## config.mk

```make
export PLATFORM = sky130hd
export DESIGN_NAME = sic1_loader
export DESIGN_NICKNAME = d
export VERILOG_FILES = /design/src/rtl/sic1_loader.sv
export SDC_FILE = /design/constraint.sdc
export NUM_CORES = 1
export LEC_CHECK = 0
export ABC_CLOCK_PERIOD_IN_PS = 3300
export BUFFER_PORTS_ARGS = -buffer_cell sky130_fd_sc_hd__buf_2
export CAP_MARGIN = 20
export CELL_PAD_IN_SITES_DETAIL_PLACEMENT = 1
export CELL_PAD_IN_SITES_GLOBAL_PLACEMENT = 2
export CORE_ASPECT_RATIO = 0.8
export CORE_MARGIN = 3
export CORE_UTILIZATION = 30
export DETAILED_ROUTE_END_ITERATION = 10
export PLACE_DENSITY = 0.84
export SETUP_SLACK_MARGIN = 0.15
export SYNTH_ARGS = -nofsm -noshare
export SYNTH_HDL_FRONTEND = slang
export SYNTH_SLANG_ARGS = --single-unit
```

## constraint.sdc

```tcl
create_clock -name clk -period 3.3 [get_ports clk]
set_input_delay 0.825 -clock clk [delete_from_list [all_inputs] [get_ports clk]]
set_output_delay 0.825 -clock clk [all_outputs]
set_load 0.05 [all_outputs]
```

## src/rtl/sic1_loader.sv

```systemverilog
// Host-side program loader: length-prefixed byte stream -> SIC1 byte-write port, CPU held while busy.
// One data byte per two cycles (DATA accept, WRITE issue); source stalls hold state with busy=1.
module sic1_loader #(
  parameter logic [7:0] ADDR_MAX  = 8'd252,
  parameter logic [7:0] BASE_ADDR = 8'd0
) (
  input  logic       clk,
  input  logic       rst,
  input  logic       start,
  input  logic       in_valid,
  input  logic [7:0] in_data,
  output logic       in_ready,
  output logic [5:0] mem_ra_addr,
  output logic       mem_wr_en,
  output logic [7:0] mem_wr_addr,
  output logic [7:0] mem_wr_byte,
  output logic       busy,
  output logic       cpu_hold,
  output logic       done
);

  localparam logic [2:0] S_IDLE  = 3'd0;
  localparam logic [2:0] S_LEN   = 3'd1;
  localparam logic [2:0] S_DATA  = 3'd2;
  localparam logic [2:0] S_WRITE = 3'd3;
  localparam logic [2:0] S_DONE  = 3'd4;

  logic [2:0] r_state;
  logic [7:0] r_addr;
  logic [7:0] r_remaining;
  logic [7:0] r_data_q;

  logic w_xfer;
  logic w_in_write;

  assign in_ready   = (r_state == S_LEN) || (r_state == S_DATA);
  assign w_xfer     = in_valid && in_ready;
  assign w_in_write = (r_state == S_WRITE);

  assign busy        = (r_state != S_IDLE);
  assign cpu_hold    = busy;
  assign done        = (r_state == S_DONE);
  assign mem_ra_addr = busy ? r_addr[7:2] : 6'd0;
  // Gated by rst so a write cycle interrupted by reset never reaches memory.
  assign mem_wr_en   = w_in_write && (r_addr <= ADDR_MAX) && !rst;
  assign mem_wr_addr = w_in_write ? r_addr : 8'd0;
  assign mem_wr_byte = w_in_write ? r_data_q : 8'd0;

  always_ff @(posedge clk) begin
    if (rst) begin
      r_state     <= S_IDLE;
      r_addr      <= BASE_ADDR;
      r_remaining <= 8'd0;
      r_data_q    <= 8'd0;
    end else begin
      case (r_state)
        S_IDLE: begin
          if (start) r_state <= S_LEN;
        end
        S_LEN: begin
          if (w_xfer) begin
            r_remaining <= in_data;
            r_addr      <= BASE_ADDR;
            r_state     <= (in_data == 8'd0) ? S_DONE : S_DATA;
          end
        end
        S_DATA: begin
          if (w_xfer) begin
            r_data_q <= in_data;
            r_state  <= S_WRITE;
          end
        end
        S_WRITE: begin
          r_addr      <= r_addr + 8'd1;
          r_remaining <= r_remaining - 8'd1;
          r_state     <= (r_remaining == 8'd1) ? S_DONE : S_DATA;
        end
        S_DONE: begin
          r_state <= S_IDLE;
        end
        default: begin
          r_state <= S_IDLE;
        end
      endcase
    end
  end

endmodule
```

==> results.py <==
metrics = {
    "run_status": {
        "status": "finished clean",
    },
    "critical_path": {
        "rrSetupSlack_ps": 1590,
        "ff2ff_path_depth": 4,
        "worst-setup-path-type": "register to output pin",
        "r2r_start": "r_state[0]",
        "cp-end-kind": "output pin",
        "cp_max_fo": 32,
        "crit_required_ps": 2470,
        "r2r-end": "r_addr[5]",
        "cp-start-kind": "register",
        "cp_data_arrival_time_ps": 1910,
    },
    "min_path": {
        "hold_depth": 2,
        "worstHoldEndpoint": "r_data_q[0]",
        "hold_class": "register to register",
        "worstHoldStart": "r_data_q[0]",
    },
    "grt": {
        "antenna_found_initial": 0,
        "grt_pass1_vias": 1545,
        "grtUsageTotal_pct": 15.0,
        "grt_pass1_wl_mm": 7.48,
        "grt_max_degree": 33,
        "grt-ovfl-total": 0,
    },
    "sta": {
        "fin_crit_sh_pct": 83.0,
        "holdWs_ps": 503,
        "setup_tns_ps": 0,
        "hold_viol_final": 0,
        "layout_setup_ws_ps": 562,
        "slew_headroom_pct": 43.4,
        "tightest_slew_ps": 842,
        "rsz0062_at_grt": "false",
        "period_minus_slack_ps": 2740,
        "clock_skew_ps": 6.89,
        "drv_slew": 0,
        "final-setup-viol-count": 0,
        "fmax_mhz": 365,
    },
    "layout": {
        "syn2layout_area_growth_pct": 17.3,
        "drive_gt1_share_pct": 22.3,
        "finalNetCount": 246,
        "antenna_cells": 0,
        "fillers": 640,
        "finalInstanceArea_mm2": 0.00187,
    },
    "placed_design": {
        "io_buffers": 38,
        "dpl_cell_area_mm2": 0.00182,
        "place.gp.congestion": 0.743,
        "hpwl_mm": 3.27,
        "place_ws_ps": 872,
    },
    "cts": {
        "clkLatencyLatePin_ps": 280,
        "htreeDepth": 1,
        "clockBufferDepth": 2,
        "post_cts_buffers": 0,
        "root_buffer": "clkbuf_8",
        "cts_resized": 0,
        "cts_made_buffers": 3,
        "cts.sinks": 27,
        "path_clk_slew_ps": 100,
        "ctsHoldBuffers": 0,
        "tritoncts": "built",
    },
    "power": {
        "powerDensity_mw_per_mm2": 395,
        "vdd_drop_max_mv": 0.189,
        "power_uw": 739,
        "leakage_nw": 0.735,
    },
    "yosys": {
        "yosys-top-cells-count": "dfxtp_1, nor2_1, and2_1, o21ai_0",
        "syn_nets": 214,
        "synth.distinct_cells": 43,
        "async_flop_share_pct": 0,
        "synth_compound_area_share_pct": 18.8,
        "synth_edf_count": 0,
        "synth_area_leaders": "dfxtp_1, and2_1, mux2i_1, nor2_1, ha_1",
        "yosys.cell_count.top_type": "dfxtp_1",
        "ys.flop_type": "dfxtp_1",
        "synthMuxAreaShare_pct": 5.65,
        "synth_top_family_by_area": "simple AND/OR/NAND/NOR gates",
        "syn_avg_cell_area_um2": 8.05,
        "yosys_warnings": 0,
        "synth_top_area_share_pct": 33.9,
        "syn-instance-count": 198,
        "synth_top_area_cell": "dfxtp_1",
        "synth_seq_area_share_pct": 33.9,
        "synth_area_mm2": 0.00159,
        "synth_xor_area_share_pct": 1.10,
        "synthAdderAreaFrac_pct": 3.14,
        "synthSimpleGateAreaFrac_pct": 30.8,
        "ys_seq_elements": 27,
    },
    "drt": {
        "viasPerCell": 5.26,
        "drtPass1Iterations": 4,
        "drtIter0Drc": 63,
        "routed_wirelength_mm": 4.52,
        "wl_per_cell_um": 15.5,
        "detail-route-antenna-nets": 0,
        "vias": 1531,
        "drc": 0,
    },
    "floorplanning": {
        "dieArea_mm2": 0.00623,
        "ios": 39,
        "die_w_um": 87.5,
        "die_y_um": 71.2,
        "initial_utilization_pct": 31.5,
        "row_count": 23,
        "core_area_mm2": 0.00506,
    },
    "flow_run": {
        "maxCapViolCount": 0,
    },
}
## layer usage
metal / GRT usage (%) / wire length, µm / vias up
li1: - / - / 769
met1: 22.5 / 2460 / 730
met2: 22.3 / 1860 / 30
met3: 3.03 / 172 / 2
met4: 2.56 / 24 / 0
met5: 0 / 0 / -
## report_power, final
part	switching, mW	total, mW	internal, mW
clock	0.112	0.198	0.0859
combinational	0.113	0.174	0.0611
sequential	0.0247	0.367	0.342
## cell usage in the layout (no fill, tap or decap), types with 2 or more instances in the layout
cell type / count
ha_1: 4
a311oi_1: 5
buf_4: 5
nand2b_1: 4
a31oi_1: 4
a21o_1: 3
or3_1: 3
nor3_1: 6
nor2_1: 21
mux2i_1: 9
or4_1: 2
nand3b_1: 4
nand4_1: 2
a211oi_1: 4
nand3_1: 3
nand2_1: 9
o21ai_0: 10
dfxtp_1: 27
buf_2: 38
a22oi_1: 2
xnor2_1: 2
nor4_1: 5
a21oi_1: 7
nor2b_1: 6
nor3b_1: 4
and2_1: 16
inv_1: 7
clkbuf_8: 3
## critical path, stage by stage, from the launching register on
cell,delay [ps]
dfxtp_1,620
and3b_1,230
buf_4,310
and2_1,200
buf_2,260
## cell type report
cell class | instances | area [µm²] | share of cell area, %
multi-input combinational | 148 | 950 | 50.8
inverter | 7 | 26.3 | 1.40
timing repair buffer | 43 | 228 | 12.2
tap | 62 | 77.6 | 4.15
clock inverter | 1 | 7.51 | 0.401
sequential | 27 | 541 | 28.9
clock buffer | 3 | 41.3 | 2.21
## cell families after synthesis
group / count (synthesis)
xor gates and xnor gates: 2
AOI/OAI and AO/OA: 44
muxes: 9
buffers and inverters: 23
and+or+nand+nor: 89
adders and majority gates: 4
DFF: 27
## flip-flops by register name (all words and copies together) (netlist names)
register     flops
r_addr           8
r_data_q         8
r_remaining      8
r_state          3
## worst max path at each step
stage / start / cells past startpoint / endpoint
floorplan: rst / 3 / mem_wr_en
global placement: r_state[0] / 3 / busy
detailed placement: r_state[0] / 4 / mem_wr_addr[2]
CTS: r_state[0] / 4 / mem_wr_addr[2]
global route: r_state[0] / 3 / cpu_hold
finish: r_state[0] / 4 / mem_wr_addr[2]
## through the flow
stage | cells | util [%]
6_report | 291 | 36.9
5_1_grt | 291 | 36.9
4_1_cts | 291 | 36.9
3_5_place_dp | 287 | 36.0
3_3_place_gp | 287 | 36.0
2_1_floorplan | 198 | -
(Power assumes the default switching activity.)
